File: config.mk
export PLATFORM = sky130hd
export DESIGN_NAME = pixel_array_ss_adc_ctrl
export DESIGN_NICKNAME = d
export VERILOG_FILES = /design/src/rtl/pixel_adc_pkg.sv /design/src/rtl/pixel_adc_latch.sv /design/src/rtl/pixel_array_ss_adc_ctrl.sv
export SDC_FILE = /design/constraint.sdc
export NUM_CORES = 1
export LEC_CHECK = 0
export CAP_MARGIN = 20
export CORE_ASPECT_RATIO = 1.75
export CORE_MARGIN = 1
export CORE_UTILIZATION = 45
export CTS_BUF_LIST = sky130_fd_sc_hd__clkbuf_16
export DETAILED_ROUTE_END_ITERATION = 8
export SYNTH_ARGS = -nofsm -noshare
export SYNTH_HDL_FRONTEND = slang
export SYNTH_SLANG_ARGS = --single-unit
File: constraint.sdc
create_clock -name clk -period 3.4 [get_ports clk]
set_input_delay 0.51 -clock clk [delete_from_list [all_inputs] [get_ports clk]]
set_output_delay 0.51 -clock clk [all_outputs]
set_load 0.02 [all_outputs]
File: src/rtl/pixel_adc_pkg.sv
//============================================================================
// Module   : pixel_adc_pkg
// Purpose  : Shared types and constants for the single-slope ADC pixel row
//            controller: FSM state encoding, pipeline depths and a width
//            helper used for channel-index ports.
// Contents : state_t       - frame sequencing states
//            DRAIN_CYCLES  - ramp-off cycles that flush the sync pipeline
//            SYNC_STAGES   - comparator synchroniser depth
//            clog2_min1()  - ceil(log2(n)) but never below 1
// Revision : 1.0 - initial release
//============================================================================
`default_nettype none

package pixel_adc_pkg;

  typedef enum logic [2:0] {
    IDLE    = 3'd0,
    ERASE   = 3'd1,
    EXPOSE  = 3'd2,
    CONVERT = 3'd3,
    DRAIN   = 3'd4,
    READ    = 3'd5
  } state_t;

  // DRAIN must last at least SYNC_STAGES cycles so the final ramp samples
  // reach the latches before READ begins.
  localparam int DRAIN_CYCLES = 2;
  localparam int SYNC_STAGES  = 2;

  function automatic int clog2_min1(input int n);
    return (n <= 2) ? 1 : $clog2(n);
  endfunction

endpackage

`default_nettype wire

File: src/rtl/pixel_adc_latch.sv
//============================================================================
// Module   : pixel_adc_latch
// Purpose  : One ADC channel: comparator synchroniser, armed flag and the
//            W-bit code latch that tracks the pipelined ramp count until the
//            comparator first reports the ramp has crossed the pixel level.
// Ports    : clk, reset_n  - clock / async active-low reset
//            cmp_async     - raw comparator output (1 = ramp below pixel)
//            clear         - conversion start: zero latch and arm
//            window        - pipelined conversion window (aligned to count_d)
//            count_d       - ramp count delayed to match the synchroniser
//            code          - latched conversion result
// Revision : 1.0 - initial release
//============================================================================
`default_nettype none

module pixel_adc_latch
  import pixel_adc_pkg::*;
#(
  parameter int W = 8
) (
  input  logic         clk,
  input  logic         reset_n,
  input  logic         cmp_async,
  input  logic         clear,
  input  logic         window,
  input  logic [W-1:0] count_d,
  output logic [W-1:0] code
);

  logic [SYNC_STAGES-1:0] sync;
  logic                   armed;
  logic                   cmp_sync;

  assign cmp_sync = sync[SYNC_STAGES-1];

  always_ff @(posedge clk or negedge reset_n) begin
    if (!reset_n) begin
      sync <= '0;
    end else begin
      sync <= {sync[SYNC_STAGES-2:0], cmp_async};
    end
  end

  // The latch follows the count while the comparator still says "ramp
  // below pixel"; the first low sample disarms it, so any later glitch back
  // high cannot overwrite the captured code.
  always_ff @(posedge clk or negedge reset_n) begin
    if (!reset_n) begin
      code  <= '0;
      armed <= 1'b0;
    end else if (clear) begin
      code  <= '0;
      armed <= 1'b1;
    end else if (window && armed) begin
      if (cmp_sync) begin
        code <= count_d;
      end else begin
        armed <= 1'b0;
      end
    end
  end

endmodule

`default_nettype wire

File: src/rtl/pixel_array_ss_adc_ctrl.sv
//============================================================================
// Module   : pixel_array_ss_adc_ctrl
// Purpose  : Frame sequencer for a row of single-slope ADC pixels. Runs
//            ERASE -> EXPOSE -> CONVERT -> DRAIN -> READ, drives the shared
//            binary ramp count, latches one code per channel and streams the
//            codes out one channel per valid/ready beat.
// Ports    : clk, reset_n            - clock / async active-low reset
//            start, abort            - frame request / return to IDLE
//            expose_cycles           - exposure length, sampled on start
//            cmp[N_CH]               - asynchronous pixel comparators
//            erase, expose, ramp_en  - registered analog control strobes
//            busy                    - frame in progress
//            rd_data, rd_ch,
//            rd_valid, rd_ready      - readout stream
//            frame_done              - one-cycle pulse after last beat
// Revision : 1.0 - initial release
//============================================================================
`default_nettype none

module pixel_array_ss_adc_ctrl
  import pixel_adc_pkg::*;
#(
  parameter int N_CH         = 4,
  parameter int W            = 8,
  parameter int ERASE_CYCLES = 5,
  parameter int EXP_W        = 16
) (
  input  logic                         clk,
  input  logic                         reset_n,
  input  logic                         start,
  input  logic                         abort,
  input  logic [EXP_W-1:0]             expose_cycles,
  input  logic [N_CH-1:0]              cmp,
  output logic                         erase,
  output logic                         expose,
  output logic                         ramp_en,
  output logic                         busy,
  output logic [W-1:0]                 rd_data,
  output logic [clog2_min1(N_CH)-1:0]  rd_ch,
  output logic                         rd_valid,
  input  logic                         rd_ready,
  output logic                         frame_done
);

  localparam int CH_W  = clog2_min1(N_CH);
  localparam int ER_W  = clog2_min1(ERASE_CYCLES);
  localparam int TMR_W = (EXP_W > ER_W) ? EXP_W : ER_W;

  localparam logic [W-1:0]     MAX        = '1;
  localparam logic [CH_W-1:0]  CH_LAST    = CH_W'(N_CH - 1);
  localparam logic [TMR_W-1:0] ERASE_LAST = TMR_W'(ERASE_CYCLES - 1);
  localparam logic [TMR_W-1:0] DRAIN_LAST = TMR_W'(DRAIN_CYCLES - 1);

  state_t             state;
  state_t             state_nx;
  logic [EXP_W-1:0]   exp_len;
  logic [TMR_W-1:0]   timer;
  logic [TMR_W-1:0]   exp_last;
  logic [W-1:0]       count;
  logic [W-1:0]       cnt_pipe [SYNC_STAGES];
  logic [SYNC_STAGES-1:0] win_pipe;
  logic               conv_entry;
  logic               last_beat;
  logic [W-1:0]       codes [N_CH];

  assign exp_last   = TMR_W'(exp_len) - TMR_W'(1);
  assign conv_entry = (state_nx == CONVERT) && (state != CONVERT);
  assign last_beat  = (state == READ) && rd_ready && (rd_ch == CH_LAST);

  //--------------------------------------------------------------------------
  // FSM: state register
  //--------------------------------------------------------------------------
  always_ff @(posedge clk or negedge reset_n) begin
    if (!reset_n) begin
      state <= IDLE;
    end else begin
      state <= state_nx;
    end
  end

  //--------------------------------------------------------------------------
  // FSM: next-state logic
  //--------------------------------------------------------------------------
  always_comb begin
    state_nx = state;
    case (state)
      // frame_done is still high in the first IDLE cycle; a start arriving
      // alongside it belongs to the frame that just ended and is dropped.
      IDLE:    if (start && !frame_done) state_nx = ERASE;
      ERASE:   if (timer == ERASE_LAST)
                 state_nx = (exp_len == '0) ? CONVERT : EXPOSE;
      EXPOSE:  if (timer == exp_last) state_nx = CONVERT;
      CONVERT: if (count == MAX) state_nx = DRAIN;
      DRAIN:   if (timer == DRAIN_LAST) state_nx = READ;
      READ:    if (last_beat) state_nx = IDLE;
      default: state_nx = IDLE;
    endcase
    if (abort) state_nx = IDLE;
  end

  //--------------------------------------------------------------------------
  // FSM: state-decoded outputs
  //--------------------------------------------------------------------------
  always_comb begin
    busy     = (state != IDLE);
    rd_valid = (state == READ);
    rd_data  = codes[rd_ch];
  end

  //--------------------------------------------------------------------------
  // Registered strobes, timers, ramp count and read pointer
  //--------------------------------------------------------------------------
  always_ff @(posedge clk or negedge reset_n) begin
    if (!reset_n) begin
      erase      <= 1'b0;
      expose     <= 1'b0;
      ramp_en    <= 1'b0;
      frame_done <= 1'b0;
      exp_len    <= '0;
      timer      <= '0;
      count      <= '0;
      rd_ch      <= '0;
    end else begin
      // Strobes are decoded from the next state so each one is a clean
      // flop output that is high for exactly the cycles spent in its state.
      erase      <= (state_nx == ERASE);
      expose     <= (state_nx == EXPOSE);
      ramp_en    <= (state_nx == CONVERT);
      frame_done <= last_beat && !abort;

      if (state == IDLE && state_nx == ERASE) begin
        exp_len <= expose_cycles;
      end

      if (state == IDLE || state_nx != state) begin
        timer <= '0;
      end else begin
        timer <= timer + 1'b1;
      end

      if (conv_entry) begin
        count <= '0;
      end else if (state == CONVERT && count != MAX) begin
        count <= count + 1'b1;
      end

      if (state_nx == READ && state != READ) begin
        rd_ch <= '0;
      end else if (state == READ && rd_ready && !abort) begin
        rd_ch <= (rd_ch == CH_LAST) ? '0 : rd_ch + 1'b1;
      end
    end
  end

  //--------------------------------------------------------------------------
  // Count / window pipeline, matched in depth to the cmp synchronisers so
  // each synchronised comparator sample meets the ramp value it observed.
  // Abort empties the window so no latch moves after the frame is dropped.
  //--------------------------------------------------------------------------
  always_ff @(posedge clk or negedge reset_n) begin
    if (!reset_n) begin
      win_pipe <= '0;
      for (int k = 0; k < SYNC_STAGES; k++) cnt_pipe[k] <= '0;
    end else begin
      win_pipe    <= abort ? '0 : {win_pipe[SYNC_STAGES-2:0], (state == CONVERT)};
      cnt_pipe[0] <= count;
      for (int k = 1; k < SYNC_STAGES; k++) cnt_pipe[k] <= cnt_pipe[k-1];
    end
  end

  //--------------------------------------------------------------------------
  // Per-channel latch bank
  //--------------------------------------------------------------------------
  for (genvar i = 0; i < N_CH; i++) begin : g_ch
    pixel_adc_latch #(
      .W (W)
    ) u_latch (
      .clk       (clk),
      .reset_n   (reset_n),
      .cmp_async (cmp[i]),
      .clear     (conv_entry),
      .window    (win_pipe[SYNC_STAGES-1]),
      .count_d   (cnt_pipe[SYNC_STAGES-1]),
      .code      (codes[i])
    );
  end

endmodule

`default_nettype wire

==> results of run 1 <==
-- path summary, 6_finish.rpt --
kind,from,to,cells past startpoint
min in group clk,g_ch[0].u_latch.sync[0],g_ch[0].u_latch.sync[1],0
worst min register to register,g_ch[0].u_latch.sync[0],g_ch[0].u_latch.sync[1],0
worst max-delay path,exp_len[0],exp_len[1],10
worst max register to register,exp_len[0],exp_len[1],10
worst min-delay path,reset_n,g_ch[3].u_latch.sync[0],1
max in group asynchronous,reset_n,count[6],2
-- layer usage --
| layer | global-route usage (%) | wire length (um) | up-vias |
|---|---|---|---|
| met5 | 0 | 0 | - |
| met4 | 9.24 | 296 | 0 |
| met3 | 3.70 | 270 | 22 |
| met2 | 36.7 | 6240 | 67 |
| met1 | 21.7 | 4210 | 1811 |
| li1 | - | - | 1719 |
-- worst register-to-register path, stage by stage (launching register included) --
cell and delay [ns]:
sky130_fd_sc_hd__dfrtp_1 0.40, sky130_fd_sc_hd__inv_1 0.10, sky130_fd_sc_hd__ha_1 0.22, sky130_fd_sc_hd__or4b_4 0.52, sky130_fd_sc_hd__nor3_1 0.30, sky130_fd_sc_hd__mux2_2 0.37
sky130_fd_sc_hd__o21ai_1 0.20, sky130_fd_sc_hd__a31oi_4 0.17, sky130_fd_sc_hd__nor3_4 0.25, sky130_fd_sc_hd__buf_12 0.19, sky130_fd_sc_hd__mux2_2 0.34
-- report_power, final --
| group | internal, mW | switching [mW] |
|---|---|---|
| clock network | 0.664 | 0.504 |
| logic | 0.182 | 0.167 |
| registers | 1.38 | 0.0879 |
| total | 2.22 | 0.760 |
-- registers in the layout, summed over array words and instances (netlist names) --
name                cells
frame_done              1
ramp_en                 1
g_ch.u_latch.armed      4
win_pipe                2
state                   3
exp_len                16
erase                   1
g_ch.u_latch.code      32
count                   8
rd_ch                   2
g_ch.u_latch.sync       8
timer                  16
expose                  1
cnt_pipe               16
-- kinds of logic after synthesis --
group | count (synthesis) | synth area share (%)
buffers and inverters | 27 | 2.22
multiplexers | 62 | 14.9
XOR/XNOR | 36 | 6.00
AO/OA/AOI/OAI | 37 | 5.34
flip-flops | 111 | 52.9
adder cells (fa/ha/maj) | 6 | 1.43
AND/OR/NAND/NOR | 183 | 17.3
-- per-stage QoR --
| stage | area [um^2] | hold slack (ns) | std cells |
|---|---|---|---|
| after floorplan | 5250 | 0.214 | 462 |
| after global placement | 5870 | 0.334 | 629 |
| after detailed placement | 5870 | 0.336 | 629 |
| after CTS | 6210 | 0.277 | 645 |
| after global routing | 6210 | 0.317 | 645 |
| final | 6210 | 0.247 | 645 |
-- final cells by class --
cell class | instances | area (um^2) | share of cell area [%]
sequential | 111 | 2780 | 44.7
tap | 132 | 165 | 2.66
inverter | 10 | 37.5 | 0.604
multi-input combinational | 324 | 2360 | 38.1
clock buffer | 9 | 225 | 3.63
timing repair buffer | 52 | 526 | 8.46
clock inverter | 7 | 114 | 1.83
-- cell usage in the layout, fill, tap and decap left out, drive strengths merged, types with 3 or more instances in the layout --
cell type	n
a21o	5
ha	6
a211oi	4
nand3	15
nand2	20
a31oi	4
mux4	8
nor4	7
nand4	6
dfrtp	111
and3	7
and4	3
or3	3
xnor2	13
nand2b	7
or4	4
xor2	23
nor3	11
mux2	18
nor2b	5
mux2i	36
buf	13
clkbuf	9
o21ai	6
inv	13
clkdlybuf4s50	39
nor2	83
a21oi	5
==> impl.org, run 1 <==
** Synth
- Yosys printed 0 warnings.
- In this run, synthesis inferred 0 flip-flops with an integrated enable.
- In this run the cell area of the synthesized design comes to 5250 um^2.
- After synthesis, the mean cell area works out to 11.4 um^2.
- Post-synthesis sequential element count :: 111
- The synthesized design devotes to its leading area cell type a little over half of total area.
- The most common cell in the synthesized netlist is sky130_fd_sc_hd__dfrtp_1.
- Net count after synthesis :: 493
- Synth area leaders :: sky130_fd_sc_hd__dfrtp_1, sky130_fd_sc_hd__mux2i_1, sky130_fd_sc_hd__nor2_1
- Of all flip-flops after synthesis, the portion carrying an async set or reset was 100%.
- Sequential-to-total area share from yosys stat :: between 50% and 60%
- Library cell occupying the most area in the post-synthesis netlist :: sky130_fd_sc_hd__dfrtp_1
- Most used DFF post-synth :: sky130_fd_sc_hd__dfrtp_1
- Gate Count Post-Synth :: approximately 460
- In the synthesized netlist, the cells that appear most often are sky130_fd_sc_hd__dfrtp_1, sky130_fd_sc_hd__nor2_1, sky130_fd_sc_hd__mux2i_1.
- Post-synthesis cell type count :: 55

** Job
- Number of violations of the max-capacitance limit :: 0

** Die
- Number of standard-cell rows in the floorplan :: 51
- The floorplan step defined a die boundary enclosing 12100 um^2.
- Y dimension of the die :: 145 um
- The die is approximately 84 um wide.
- After floorplanning, the core was sized to cover 11200 um^2.
- Effective utilization at floorplan :: 46.8%
- For this design the top-level I/O count stands at between 40 and 50.

** Place
- Final HPWL from detailed placement :: 8010 um
- Input and output buffers added on the ports amount to 40.
- OpenSTA, run right after detailed placement, puts the worst setup slack at 0.242 ns.
- The congestion estimate from routability-driven global placement came to 0.925.

** Global routing
- Wire length of the first global-routing pass :: 18900 um
- Summed over all layers, the global routing overflow is 0.
- Entering global routing, the biggest net connects 63 pins.
- Vias in the first global route :: around 3800
- Global routing used 20.0% of the available tracks.
- The number of antenna violations at the first check in global routing was 0.

** Layout
- Relative to the synthesized area, the layout overhead comes to 18.2%.
- The net count of the finished layout is around 540.
- Final-layout fill cell count :: just under 1000
- At the end of the flow the core is filled with cells to a little under three fifths.
- Final antenna diode count :: 0
- Of the cells placed in the final design, the portion with a size suffix greater than 1 is 12.1%.

** Worst setup path
- WP data required :: 3.64 ns
- Standard cell with the maximum stage delay on the critical path :: sky130_fd_sc_hd__or4b_4
- Critical Path Sink Type :: flop
- Maximum cell stage delay along the critical path :: 0.51 ns
- Critical Path Most Common Cell :: sky130_fd_sc_hd__mux2_2
- Worst Path Buf+Inv :: 2
- The cell family contributing the most delay on the critical path is simple AND/OR/NAND/NOR gates.
- Of all nets on the critical path, the largest fanout is 16.
- Arrival time at the worst endpoint :: approximately 3.4 ns
- Traced cell by cell, the critical path runs through inv_1 > ha_1 > or4b_4 > nor3_1 > mux2_2 > o21ai_1 > a31oi_4 > nor3_4 > buf_12 > mux2_2.
- R2r setup slk :: 0.24 ns
- Worst setup path class :: reg -> reg
- Critical Path Source Type :: flop

** STA
- Post-route fraction of the period consumed by the critical path :: approximately 93%
- The final number of hold-violating endpoints came to 0.
- Accumulated negative setup slack :: 0 ns
- Max transition margin :: 46.1%
- The smallest clock period supported by the final layout is computed as around 3.2 ns.
- Fin worst setup slack :: 0.236 ns
- On the final layout, the worst clock skew is 0.00533 ns.
- Setup repair after global routing missed its margin :: no
- The max-slew violation count came to 0.
- Slew at the pin closest to its max-slew limit :: 0.808 ns
- Based on the critical path, the design can be clocked at up to about 0.32 GHz.
- Setup violations remaining at the end of the flow were counted as 0.

** Route
- In this run, the number of DRC markers left after iteration 0 of detailed routing was 240.
- The final layout contains routed wiring with a total length of 11000 um.
- Detailed-routing iteration count for the pre-antenna-repair pass :: 4
- The final route contains 3619 vias.
- In the routed layout, each cell is associated on average with a via count of roughly 5.6.
- In the final routed layout, each cell accounts on average for 17.1 um.
- For this run, design rule violations remaining after detail routing come to 0.
- Once detail routing completed, the nets flagged for antenna violations numbered 0.

** Clock tree
- CTS Hold Bufs :: 0
- CTS tree :: built
- Number of sinks handled by clock tree synthesis :: between 100 and 150
- Clk buf depth :: 2
- The later pin in the worst-skew pair is clocked with a latency of 0.35 ns.
- Worst-path clk slew :: 0.08 ns
- The number of clock buffers added by TritonCTS is 9.
- Post-cts gate resize count :: 0
- In this run the post-CTS setup repair buffer count came out at 0.
- Root Driver :: sky130_fd_sc_hd__clkbuf_16
- CTS H-tree lvls :: 3

** Run status
- The flow ran to the end, and the final reports show no timing, DRC or antenna violations.

** Power
- Final Power :: 2.98 mW
- The analysis attributes to cell leakage a power of about 2.6 nW.
- In this run the power density over the cells is 480 nW/um^2.
- Maximum ir drop on the vdd rail :: roughly 0.36 mV

** Min path
- Kind of path behind the tightest hold check :: in -> async
No activity file was read; power rests on OpenSTA's default activity.
==> run 2: changes to the inputs <==
--- a/config.mk
+++ b/config.mk
@@ -6,7 +6,7 @@
 export NUM_CORES = 1
 export LEC_CHECK = 0
 export CAP_MARGIN = 20
-export CORE_ASPECT_RATIO = 1.75
+export CORE_ASPECT_RATIO = 1.25
 export CORE_MARGIN = 1
 export CORE_UTILIZATION = 45
 export CTS_BUF_LIST = sky130_fd_sc_hd__clkbuf_16
==> impl.org, run 2 (synthesized netlist as in run 1, its figures left out) <==
** Run status
- The run finished with clean final reports.

** STA
- Final slew viol count :: 0
- Setup repair after global routing left no endpoint under its margin.
- Accumulated negative setup slack :: 0 ns
- Setup violators final :: 0
- Max frequency :: 0.316 GHz
- Dividing the final minimum period by the clock period gives between 90% and 100%.
- Across the routed clock network, the largest skew measured is 0.0106 ns.
- Clock period minus final worst setup slack :: about 3.2 ns
- The worst pin sits at a relative slew slack of 45.4%.
- Slew at the pin closest to its max-slew limit :: 0.819 ns
- The final number of hold-violating endpoints was 0.

** Power
- Maximum ir drop on the vdd rail :: between 0.2 and 0.25 mV
- For this design the ratio of total power to cell area is 469 nW/um^2.
- For this design the static power due to leakage is 2.60 nW.

** Layout
- Excluding fillers, the count of instances in the completed layout stands at 645.
- Top register by number of flip-flops :: g_ch.u_latch.code
- Register area :: 2780 um^2
- Share of cells above drive strength 1 :: 11.6%
- Leaving out fill and tap cells, the most frequent cell in the layout is sky130_fd_sc_hd__dfrtp_1.
- Largest register FFs :: 32
- Number of nets in the layout :: around 540
- The library cells used most frequently in the layout, excluding fill and tap cells, are sky130_fd_sc_hd__dfrtp_1, sky130_fd_sc_hd__nor2_1, sky130_fd_sc_hd__clkdlybuf4s50_1.
- Fill cells in the final layout number just under 1000.
- Final antenna diode count :: 0
- In the final layout, the multi-input gates occupy 2360 um^2.
- Area grow syn2layout :: 17.3%
- Summing all non-filler instances in the final layout gives an area of 6160 um^2.

** Die
- The floorplan has between 40 and 50 rows.
- Pin placement for this block handled just over 40 I/O pins.
- Die width :: 98.6 um
- Effective utilization at floorplan :: a little under half
- The region available for standard cell placement spans around 11000 um^2.
- From bottom edge to top edge, the die measures 123 um.
- The die covers between 10000 and 15000 um^2.

** Place
- Instance area at placement :: 5850 um^2
- Final HPWL from detailed placement :: about 7500 um
- Once placement completed, the tool counted placed cells totaling 629.
- The congestion estimate from routability-driven global placement came to 0.825.
- During placement, the flow inserted port buffers numbering 40.

** Global routing
- Entering global routing, the biggest net connects 65 pins.
- The total overflow left after global routing is 0.
- Aggregate global-route resource usage :: 19.3%
- The first global-routing pass estimated 17800 um of wire.
- The number of antenna violations at the first check in global routing was 0.
- Vias in the first global route :: 3601

** Route
- # DRC :: 0
- Routed Antenna Nets :: 0
- Routed wirelength normalized by instance count :: 16.3 um
- The pre-antenna-repair detailed-routing pass consisted of 6 iterations.
- Vias per cell :: 5.58
- The final layout contains routed wiring with a total length of 10500 um.
- After the first detailed-routing iteration, the DRC count stood at 265.
- Count of vias placed by the detailed router :: around 3600

** Clock tree
- After clock tree synthesis, the clock-pin slew on the worst setup and hold paths is 0.08 ns.
- Post-CTS setup buffers :: 0
- Worst-skew pair later-pin latency :: 0.35 ns
- Buffers inserted during clock tree synthesis total 9.
- Root Driver :: sky130_fd_sc_hd__clkbuf_16
- CTS Hold Bufs :: 0
- Post-cts gate resize count :: 0
- For this design, the sink count on the clock tree is between 100 and 150.
- In this run the number of H-tree levels came out at 3.
- TritonCTS built the clock tree.
- Clk buf depth :: 2

** Worst setup path
- Critical Path Sink Type :: flop
- Worst Path Buf+Inv :: 2
- The worst register-to-register path begins at exp_len[0].
- Critical Path Source Type :: flop
- Standard cell with the maximum stage delay on the critical path :: sky130_fd_sc_hd__or4b_4
- Data on the critical path arrives at its endpoint at about 3.4 ns.
- Worst setup path class :: reg -> reg
- Critical Path, Cell by Cell :: inv_1 > ha_1 > or4b_4 > nor3_1 > mux2_2 > o21ai_1 > a31oi_4 > nor3_4 > buf_12 > mux2_2
- The largest single stage delay on the critical path is a little over 0.5 ns.
- Among cell families on the critical path, the largest total delay comes from simple AND/OR/NAND/NOR gates.
- Max Fanout on Critical Path :: 16
- In this run the worst setup path begins at exp_len[0].
- At the worst endpoint, the required time is 3.63 ns.
- Critical Path Most Common Cell :: sky130_fd_sc_hd__mux2_2

** Min path
- Kind of path behind the tightest hold check :: in -> async

** Job
- Number of violations of the max-capacitance limit :: 0
## run 2: cell types whose count changed in the layout (fill, tap and decap cells not counted)
cell / change
sky130_fd_sc_hd__inv_6: +2
sky130_fd_sc_hd__bufinv_16: -1
sky130_fd_sc_hd__inv_8: -1
sky130_fd_sc_hd__clkinv_4: -1
sky130_fd_sc_hd__buf_4: -3
sky130_fd_sc_hd__clkinv_2: +1
## run 2: metal layers
layer	GRT usage (%)	vias to the layer above	share of wire, %
li1	-	1710	-
met1	22.1	1809	41
met2	36.0	66	54
met3	2.79	13	2.6
met4	8.02	0	1.6
met5	0	-	0
## run 2: final cells by class
| type | count | share of cell area (%) |
|---|---|---|
| clock inverter | 7 | 1.40 |
| inverter | 10 | 0.609 |
| sequential | 111 | 45.1 |
| multi-input combinational | 324 | 38.4 |
| clock buffer | 9 | 3.65 |
| timing repair buffer | 49 | 8.16 |
| tap | 135 | 2.74 |
## run 2: worst paths after layout
kind                                to  slack [ns]  cells after the start
max in group asynchronous     count[7]        2.41                      2
setup reg to reg            exp_len[0]        0.23                     10
min in group clk           cnt_pipe[7]        0.34                      0
setup / recovery            exp_len[0]        0.23                     10
hold reg to reg            cnt_pipe[7]        0.34                      0
hold / removal                state[2]        0.26                      1
## run 2: where the power goes
| group | internal [mW] | switching [mW] | leakage (nW) |
|---|---|---|---|
| combinational | 0.182 | 0.159 | 1.25 |
| clock | 0.587 | 0.494 | 0.154 |
| sequential | 1.38 | 0.0901 | 1.20 |
| total | 2.14 | 0.743 | 2.60 |
## run 2: per-stage QoR
stage	power, mW	worst slack [ns]	utilization [%]	hold WS [ns]
finish	2.89	0.234	54.8	0.260
global route	3.02	0.0399	54.8	0.334
CTS	2.93	0.232	54.8	0.283
detailed placement	1.84	0.254	52.0	0.336
global placement	1.83	0.333	52.0	0.332
floorplan	1.70	0.315	-	0.214
